File: src/rtl/sha1_pkg.sv
// Shared SHA-1 datapath constants and the message-packer state encoding.
package sha1_pkg;

  localparam int unsigned BLOCK_W       = 512;
  localparam int unsigned MAX_MSG_BYTES = 55;
  localparam logic [7:0]  PAD_BYTE      = 8'h80;
  localparam int unsigned LEN_FIELD_W   = 64;

  typedef enum logic [2:0] {
    StIdle,
    StData,
    StPad,
    StHold,
    StDrain
  } packer_state_e;

endpackage

File: src/rtl/sha1_msg_packer.sv
// Pops a length-prefixed message from the UART FIFO and assembles one padded
// 512-bit SHA-1 block, held until the consumer acknowledges it.
module sha1_msg_packer
  import sha1_pkg::*;
#(
  parameter int unsigned MAX_BYTES = MAX_MSG_BYTES,
  parameter logic [7:0]  PAD_BYTE  = sha1_pkg::PAD_BYTE
) (
  input  logic               clk,
  input  logic               rst,
  input  logic               rx_empty,
  input  logic [7:0]         r_data,
  output logic               rd_uart,
  output logic [BLOCK_W-1:0] block,
  output logic               block_valid,
  input  logic               block_ack,
  output logic               busy,
  output logic               len_err
);

  packer_state_e state_q;
  logic [7:0]    cnt_q;
  logic [7:0]    len_q;

  // Byte n sits at bits [511-8n -: 8]; for n < 64 the low bit of that lane is {~n[5:0], 3'b0}.
  logic [8:0] data_lsb;
  logic [8:0] pad_lsb;
  assign data_lsb = {~cnt_q[5:0], 3'b000};
  assign pad_lsb  = {~len_q[5:0], 3'b000};

  // Reset is gated in so no byte is silently consumed while the packer is held.
  always_comb begin
    rd_uart = 1'b0;
    if (!rst && !rx_empty) begin
      unique case (state_q)
        StIdle, StData, StDrain: rd_uart = 1'b1;
        default:                 rd_uart = 1'b0;
      endcase
    end
  end

  assign busy = (state_q != StIdle);

  always_ff @(posedge clk) begin
    if (rst) begin
      state_q     <= StIdle;
      cnt_q       <= '0;
      len_q       <= '0;
      block       <= '0;
      block_valid <= 1'b0;
      len_err     <= 1'b0;
    end else begin
      len_err <= 1'b0;
      unique case (state_q)
        StIdle: begin
          if (!rx_empty) begin
            len_q <= r_data;
            cnt_q <= '0;
            block <= '0;
            if (r_data > 8'(MAX_BYTES)) begin
              state_q <= StDrain;
              len_err <= 1'b1;
            end else if (r_data == 8'd0) begin
              state_q <= StPad;
            end else begin
              state_q <= StData;
            end
          end
        end
        StData: begin
          if (!rx_empty) begin
            block[data_lsb +: 8] <= r_data;
            cnt_q                <= cnt_q + 8'd1;
            if (cnt_q == len_q - 8'd1) state_q <= StPad;
          end
        end
        StPad: begin
          block[pad_lsb +: 8]         <= PAD_BYTE;
          block[LEN_FIELD_W-1:0]      <= {{(LEN_FIELD_W - 11){1'b0}}, len_q, 3'b000};
          block_valid                 <= 1'b1;
          state_q                     <= StHold;
        end
        StHold: begin
          if (block_ack) begin
            block_valid <= 1'b0;
            state_q     <= StIdle;
          end
        end
        StDrain: begin
          // len_q >= 56 here, so cnt_q never needs to pass 254.
          if (!rx_empty) begin
            cnt_q <= cnt_q + 8'd1;
            if (cnt_q == len_q - 8'd1) state_q <= StIdle;
          end
        end
        default: state_q <= StIdle;
      endcase
    end
  end

endmodule

File: config.mk
export PLATFORM = sky130hd
export DESIGN_NAME = sha1_msg_packer
export DESIGN_NICKNAME = d
export VERILOG_FILES = /design/src/rtl/sha1_pkg.sv /design/src/rtl/sha1_msg_packer.sv
export SDC_FILE = /design/constraint.sdc
export NUM_CORES = 1
export LEC_CHECK = 0
export CORE_MARGIN = 1
export CORE_UTILIZATION = 54
export DETAILED_ROUTE_END_ITERATION = 7
export PLACE_DENSITY_LB_ADDON = 0.2
export SLEW_MARGIN = 20
export SYNTH_ARGS = -nofsm -noshare
export SYNTH_HDL_FRONTEND = slang
export SYNTH_SLANG_ARGS = --single-unit
File: constraint.sdc
create_clock -name clk -period 5.29 [get_ports clk]
set_clock_uncertainty 0.05 [all_clocks]
set_input_delay 1.587 -clock clk [delete_from_list [all_inputs] [get_ports clk]]
set_output_delay 1.587 -clock clk [all_outputs]
set_load 0.02 [all_outputs]
# [After elaboration in Yosys (flattened, before gate mapping)]
# Index checks and enable logic that the tools add are counted.
[word_totals] ff_bits=533 inputBits=12 out_inout_bits=516 elab_cells=70
[classes] add_sub_neg=4 magnitude_cmp=1 eq_ne=12 n_shift=4 muxes=22 bitwise=4 reduce_logical=17
[op_table] op="512-bit case mux with 3 select lines" count=1
[op_table] op="512-bit bitwise mux" count=2
[op_table] op="512-bit two-way mux" count=2
[op_table] op="8-bit by 11-bit variable shift with 512-bit output (first input constant)" count=2
[op_table] op="8-bit by 11-bit indexed part select with 512-bit output" count=1
[op_table] op="8-bit by 11-bit indexed part select with 512-bit output (first input constant)" count=1
[op_table] op="9-bit negator with 11-bit output" count=2
[op_table] op="3-bit two-way mux" count=7
[op_table] op="8-bit two-way mux" count=2
[op_table] op="8-bit case mux with 2 select lines" count=1
[op_table] op="3-bit case mux with 5 select lines" count=1
[op_table] op="2-bit != test (second input constant)" count=7
[op_table] op="6-bit inverter" count=2
[op_table] op="8-bit by 1-bit adder with 8-bit output (second input constant)" count=1
[op_table] op="8-bit == test" count=1
[op_table] op="8-bit by 6-bit greater-than comparator with 1-bit output (second input constant)" count=1
[op_table] op="8-bit logical NOT" count=1
[op_table] op="8-bit by 1-bit subtractor with 8-bit output (second input constant)" count=1
[op_table] op="3-bit by 2-bit == test with 1-bit output (second input constant)" count=2
[op_table] op="3-bit AND reduction" count=2
[op_table] op="6-bit AND reduction" count=1
[op_table] op="3-bit nonzero test" count=2
[op_table] op="3-bit OR reduction" count=2
[op_table] op="1-bit two-way mux" count=4
[op_table] op="other kinds (11)" count=15

# [Depth between registers and ports, before layout]
[depth] depth_word=6 depth_mapped=10 depth_no_buf=8

# [Worst setup path before layout]
# OpenSTA, ideal clock, no wires.
[synth_path] path_kind="input to output" startpoint="in rst" endpoint="out rd_uart" arrival_time_ns=3.121 setup_slack_ns=0.532 cell_stages=6 cell_sequence="clkbuf_1 clkbuf_1 clkbuf_1 clkbuf_1 buf_1 nor2_1"
[synth_between] elab_chain_len=3
[synth_lines] element="start: declaration" line="sha1_msg_packer.sv:10" text="input logic rst,"
[synth_lines] element="1-bit logical NOT" line="sha1_msg_packer.sv:34" text="if (!rst && !rx_empty) begin"
[synth_lines] element="1-bit logical AND" line="sha1_msg_packer.sv:34"
[synth_lines] element="1-bit two-way mux" line="sha1_msg_packer.sv:34"
[synth_lines] element="end: declaration" line="sha1_msg_packer.sv:13" text="output logic rd_uart,"
# No other way between the ends.

# [Worst setup path after layout]
[layout_path] startpoint="in rx_empty" endpoint="out rd_uart"
[layout_between] elab_chain_len=3
[layout_lines] element="start: declaration" line="sha1_msg_packer.sv:11" text="input logic rx_empty,"
[layout_lines] element="1-bit logical NOT"
[layout_lines] element="1-bit logical AND" line="sha1_msg_packer.sv:34"
[layout_lines] element="1-bit two-way mux" line="sha1_msg_packer.sv:34"
# No other way between the ends.

==> report_table.html <==
<table>
<tr><th>Metric</th><th>Value</th></tr>
<tr><th colspan="2">Status</th></tr>
<tr><td>Run status</td><td>complete, no violations</td></tr>
<tr><th colspan="2">Routing</th></tr>
<tr><td>Count of unresolved DRC violations after routing</td><td>0</td></tr>
<tr><td>DRC marker count from the first detailed-route iteration</td><td>3,180</td></tr>
<tr><td>Post-detailed-routing wire length</td><td>87.50 mm</td></tr>
<tr><td>Per-cell routed wire length</td><td>26.33 microns</td></tr>
<tr><td>Number of vias after detailed routing</td><td>22,084</td></tr>
<tr><td>Via density</td><td>6.646</td></tr>
<tr><td>Drt pass-1 iters</td><td>7</td></tr>
<tr><td>Routed Antenna Nets</td><td>0</td></tr>
<tr><th colspan="2">Worst setup path</th></tr>
<tr><td>Capturing instance or port of the critical path</td><td>rd_uart</td></tr>
<tr><td>Chain of cells forming the critical path</td><td>clkdlybuf4s50_1, a211o_1, nor2_1, clkdlybuf4s50_1</td></tr>
<tr><td>Count of buffering cells on the critical path with inverters included</td><td>2</td></tr>
<tr><td>CP most frequent cell</td><td>clkdlybuf4s50_1</td></tr>
<tr><td>Element type at the critical path start</td><td>input port</td></tr>
<tr><td>Delay-heaviest family, CP</td><td>buffers and inverters</td></tr>
<tr><td>Worst path arrival time</td><td>3.12 ns</td></tr>
<tr><td>Slowest stage delay, CP</td><td>0.62 ns</td></tr>
<tr><td>Critical Path Slowest Stage Cell</td><td>clkdlybuf4s50_1</td></tr>
<tr><td>Worst flop-to-flop path startpoint</td><td>len_q[1]</td></tr>
<tr><td>Top fanout value on the critical path</td><td>6</td></tr>
<tr><td>CP Class</td><td>input port to output pin</td></tr>
<tr><td>Worst path depth</td><td>4</td></tr>
<tr><td>CP endpoint kind</td><td>output pin</td></tr>
<tr><td>Critical path data required time</td><td>3.65 ns</td></tr>
<tr><td>End of the worst register-to-register path</td><td>block[337]</td></tr>
<tr><td>Worst Reg2Reg Path Length in Cells</td><td>7</td></tr>
<tr><td>Timing startpoint of the critical path</td><td>rx_empty</td></tr>
<tr><td>Register-to-register setup slack</td><td>1.02 ns</td></tr>
<tr><th colspan="2">Synthesis</th></tr>
<tr><td>Gate count after technology mapping</td><td>2,296</td></tr>
<tr><td>Synthesis warning total</td><td>0</td></tr>
<tr><td>Number of flops mapped to enable cells by yosys</td><td>0</td></tr>
<tr><td>Cell area after synthesis</td><td>21,860 sq um</td></tr>
<tr><td>Synthesized netlist net count</td><td>2,313</td></tr>
<tr><td>Avg Synthesized Cell Area</td><td>9.520 sq um</td></tr>
<tr><td>Share of the yosys chip area belonging to registers</td><td>0.4882</td></tr>
<tr><td>Number of storage elements in the synthesis netlist</td><td>533</td></tr>
<tr><td>Proportion of synthesized flip-flops having asynchronous set or reset</td><td>0</td></tr>
<tr><td>Synth Flop Type</td><td>dfxtp_1</td></tr>
<tr><td>Unique cell type count in the Yosys netlist</td><td>100</td></tr>
<tr><th colspan="2">Power and ir drop</th></tr>
<tr><td>Power density over the cells</td><td>290.1 nW/um^2</td></tr>
<tr><td>Max rail drop VDD</td><td>269.1 uV</td></tr>
<tr><td>Pleak</td><td>9.985 nW</td></tr>
<tr><th colspan="2">Die</th></tr>
<tr><td>Die span in x</td><td>203.2 microns</td></tr>
<tr><td>Die extent in y</td><td>203.2 microns</td></tr>
<tr><td>Placement row count</td><td>73</td></tr>
<tr><td>Overall die area</td><td>41,290 sq um</td></tr>
<tr><td>Number of placed I/O pins</td><td>528</td></tr>
<tr><td>Starting density of the core</td><td>0.5489</td></tr>
<tr><td>Placeable core region</td><td>39,820 sq um</td></tr>
<tr><th colspan="2">STA</th></tr>
<tr><td>Worst hold margin</td><td>0.4035 ns</td></tr>
<tr><td>Final Hold Vio Count</td><td>0</td></tr>
<tr><td>Final period util</td><td>0.8983</td></tr>
<tr><td>Transition time at the pin with the least slew margin</td><td>1.078 ns</td></tr>
<tr><td>Worst relative slew slack</td><td>0.2736</td></tr>
<tr><td>Setup TNS after final layout</td><td>0 ns</td></tr>
<tr><td>Fmax achieved</td><td>210.4 MHz</td></tr>
<tr><td>RSZ-0062 raised after global routing</td><td>no</td></tr>
<tr><td>Number of max-slew violations in the final report</td><td>0</td></tr>
<tr><td>Post-route minimum period</td><td>4.752 ns</td></tr>
<tr><td>Setup-failing EPs final</td><td>0</td></tr>
<tr><td>Final worst-path setup slack</td><td>0.5379 ns</td></tr>
<tr><th colspan="2">Placement</th></tr>
<tr><td>DP Worst Slack</td><td>0.5720 ns</td></tr>
<tr><td>Detail Placement HPWL</td><td>60.08 mm</td></tr>
<tr><td>Placer's final routability congestion estimate</td><td>1.082</td></tr>
<tr><td>Number of I/O port buffers</td><td>527</td></tr>
<tr><th colspan="2">Finish</th></tr>
<tr><td>Final Util</td><td>0.7352</td></tr>
<tr><td>Ratio of cells with drive above 1 in the final layout</td><td>0.09328</td></tr>
<tr><td>Layout overhead on the synthesized area</td><td>33.94%</td></tr>
<tr><td>Final #Nets</td><td>2,776</td></tr>
<tr><td>Antenna fix cells</td><td>0</td></tr>
<tr><th colspan="2">Clock network</th></tr>
<tr><td>Clock Path Buffers</td><td>3</td></tr>
<tr><td>Root buffer cell</td><td>clkbuf_16</td></tr>
<tr><td>Reg clk slew, reported paths</td><td>0.06 ns</td></tr>
<tr><td>Number of buffers inserted to repair setup after CTS</td><td>0</td></tr>
<tr><td>Clock latency at the later pin of the worst-skew pair</td><td>0.60 ns</td></tr>
<tr><td>Clock tree sinks</td><td>533</td></tr>
<tr><td>TritonCTS clock tree</td><td>built</td></tr>
<tr><td>Post-CTS Hold Fix Bufs</td><td>0</td></tr>
<tr><td>Count of cells resized by post-cts repair</td><td>0</td></tr>
<tr><td>Clock buffer count from CTS</td><td>52</td></tr>
<tr><td>Maximum level of the CTS H-tree</td><td>2</td></tr>
<tr><th colspan="2">Global route</th></tr>
<tr><td>Total global-route track usage</td><td>0.4102</td></tr>
<tr><td>Vias in the first global route</td><td>21,099</td></tr>
<tr><td>Pin count of the biggest net entering global routing</td><td>64</td></tr>
<tr><td>Wire length of the first global-routing pass</td><td>130.8 mm</td></tr>
<tr><td>Antenna violations before repair</td><td>0</td></tr>
<tr><td>Total congestion overflow after global routing</td><td>0</td></tr>
<tr><th colspan="2">Min path</th></tr>
<tr><td>Min-Delay Path Class</td><td>register to register</td></tr>
<tr><th colspan="2">Flow run</th></tr>
<tr><td>Max-cap violations</td><td>0</td></tr>
</table>
[per-stage QoR]
step | total power [W] | std cells | instance area, sq um
after global placement | 0.004942 | 3230 | 27660
after detailed placement | 0.004961 | 3230 | 27660
after global routing | 0.008698 | 3323 | 29280
after floorplan | 0.004658 | 2296 | 21860
final | 0.008495 | 3323 | 29280
after CTS | 0.008460 | 3323 | 29270
[cells in the final DEF (no fill, tap or decap), drive strengths merged, types with 15 or more instances in the layout]
master / n
nor3: 49
a22oi: 29
nand2: 173
clkdlybuf4s50: 525
a31oi: 28
a22o: 275
a21oi: 234
mux2: 17
dfxtp: 533
nor2: 134
nor4: 17
a211oi: 45
clkinv: 15
mux2i: 32
clkbuf: 74
o21ai: 177
o22ai: 25
a221oi: 20
buf: 71
nand3: 63
o21a: 28
[cells by family after synthesis]
| group | synth area share |
|---|---|
| AO/OA/AOI/OAI | 0.3180 |
| XOR/XNOR | 0.008529 |
| adder cells (fa/ha/maj) | 0.002862 |
| buffers and inverters | 0.03852 |
| flip-flops | 0.4882 |
| multiplexers | 0.02358 |
| AND/OR/NAND/NOR | 0.1204 |
[final cells by class]
type / instances / area (sq um)
Timing Repair Buffer: 596 / 5864
Clock buffer: 74 / 1464
Clock inverter: 19 / 145.1
Multi-Input combinational cell: 1565 / 10440
Sequential cell: 533 / 10670
Fill cell: 2988 / 10550
Inverter: 11 / 41.29
Tap cell: 525 / 656.9
[worst min path at each step]
stage               startpoint   endpoint  slack [ns]  cells after the start
detailed placement   block[96]  block[96]        0.40                      2
floorplan             len_q[7]   len_q[7]        0.41                      2
global route         block[43]  block[43]        0.43                      2
global placement     block[96]  block[96]        0.39                      2
finish               block[96]  block[96]        0.40                      2
CTS                  block[96]  block[96]        0.40                      2
[metal layers]
metal,share of wire,routed length [microns],GRT usage
met3,0.11,9752,0.09748
met2,0.46,39990,0.6455
met5,0,0,0
met4,0.048,4182,0.2030
met1,0.38,33580,0.5271
[synth_stat cells, types with 8 or more instances]
cell	instances	area share
dfxtp_1	533	0.49
a22o_1	275	0.11
a21oi_1	213	0.049
nand2_1	173	0.030
o21ai_0	164	0.038
clkbuf_1	130	0.022
nor2_1	124	0.021
nand3_1	58	0.013
nor3_1	41	0.0094
a211oi_1	35	0.012
buf_2	34	0.0078
mux2i_1	32	0.015
a22oi_1	29	0.010
o21a_1	28	0.0096
a31oi_1	27	0.0077
o22ai_1	24	0.0069
a221oi_1	19	0.0076
buf_1	14	0.0024
o31ai_1	13	0.0045
nand2b_1	12	0.0034
o21ai_1	12	0.0027
a21oi_2	11	0.0044
inv_1	11	0.0019
nor4_1	11	0.0031
xnor2_1	11	0.0044
a21oi_4	10	0.0074
and2_1	10	0.0029
nand4_1	10	0.0029
o211ai_1	10	0.0034
mux2_2	9	0.0046
nor2_2	9	0.0026
nor2b_1	9	0.0026
and3_1	8	0.0023
nand3b_1	8	0.0027
[report_power, final]
| part | total, W | internal, W | switching (W) |
|---|---|---|---|
| combinational | 0.000858 | 0.000208 | 0.000650 |
| sequential | 0.00406 | 0.00403 | 0.0000327 |
| clock | 0.00358 | 0.00198 | 0.00160 |
| total | 0.00849 | 0.00621 | 0.00228 |
[worst min-delay path, stage by stage, from the launching register on]
cell     delay (ns)
dfxtp_1        0.31
nand2_1        0.05
o21ai_1        0.05
[flip-flops by register name (all words and copies together), names as in the netlist]
name and count:
len_err 1, len_q 8, state_q 3, block_valid 1, block 512, cnt_q 8
(Power assumes the default switching activity.)
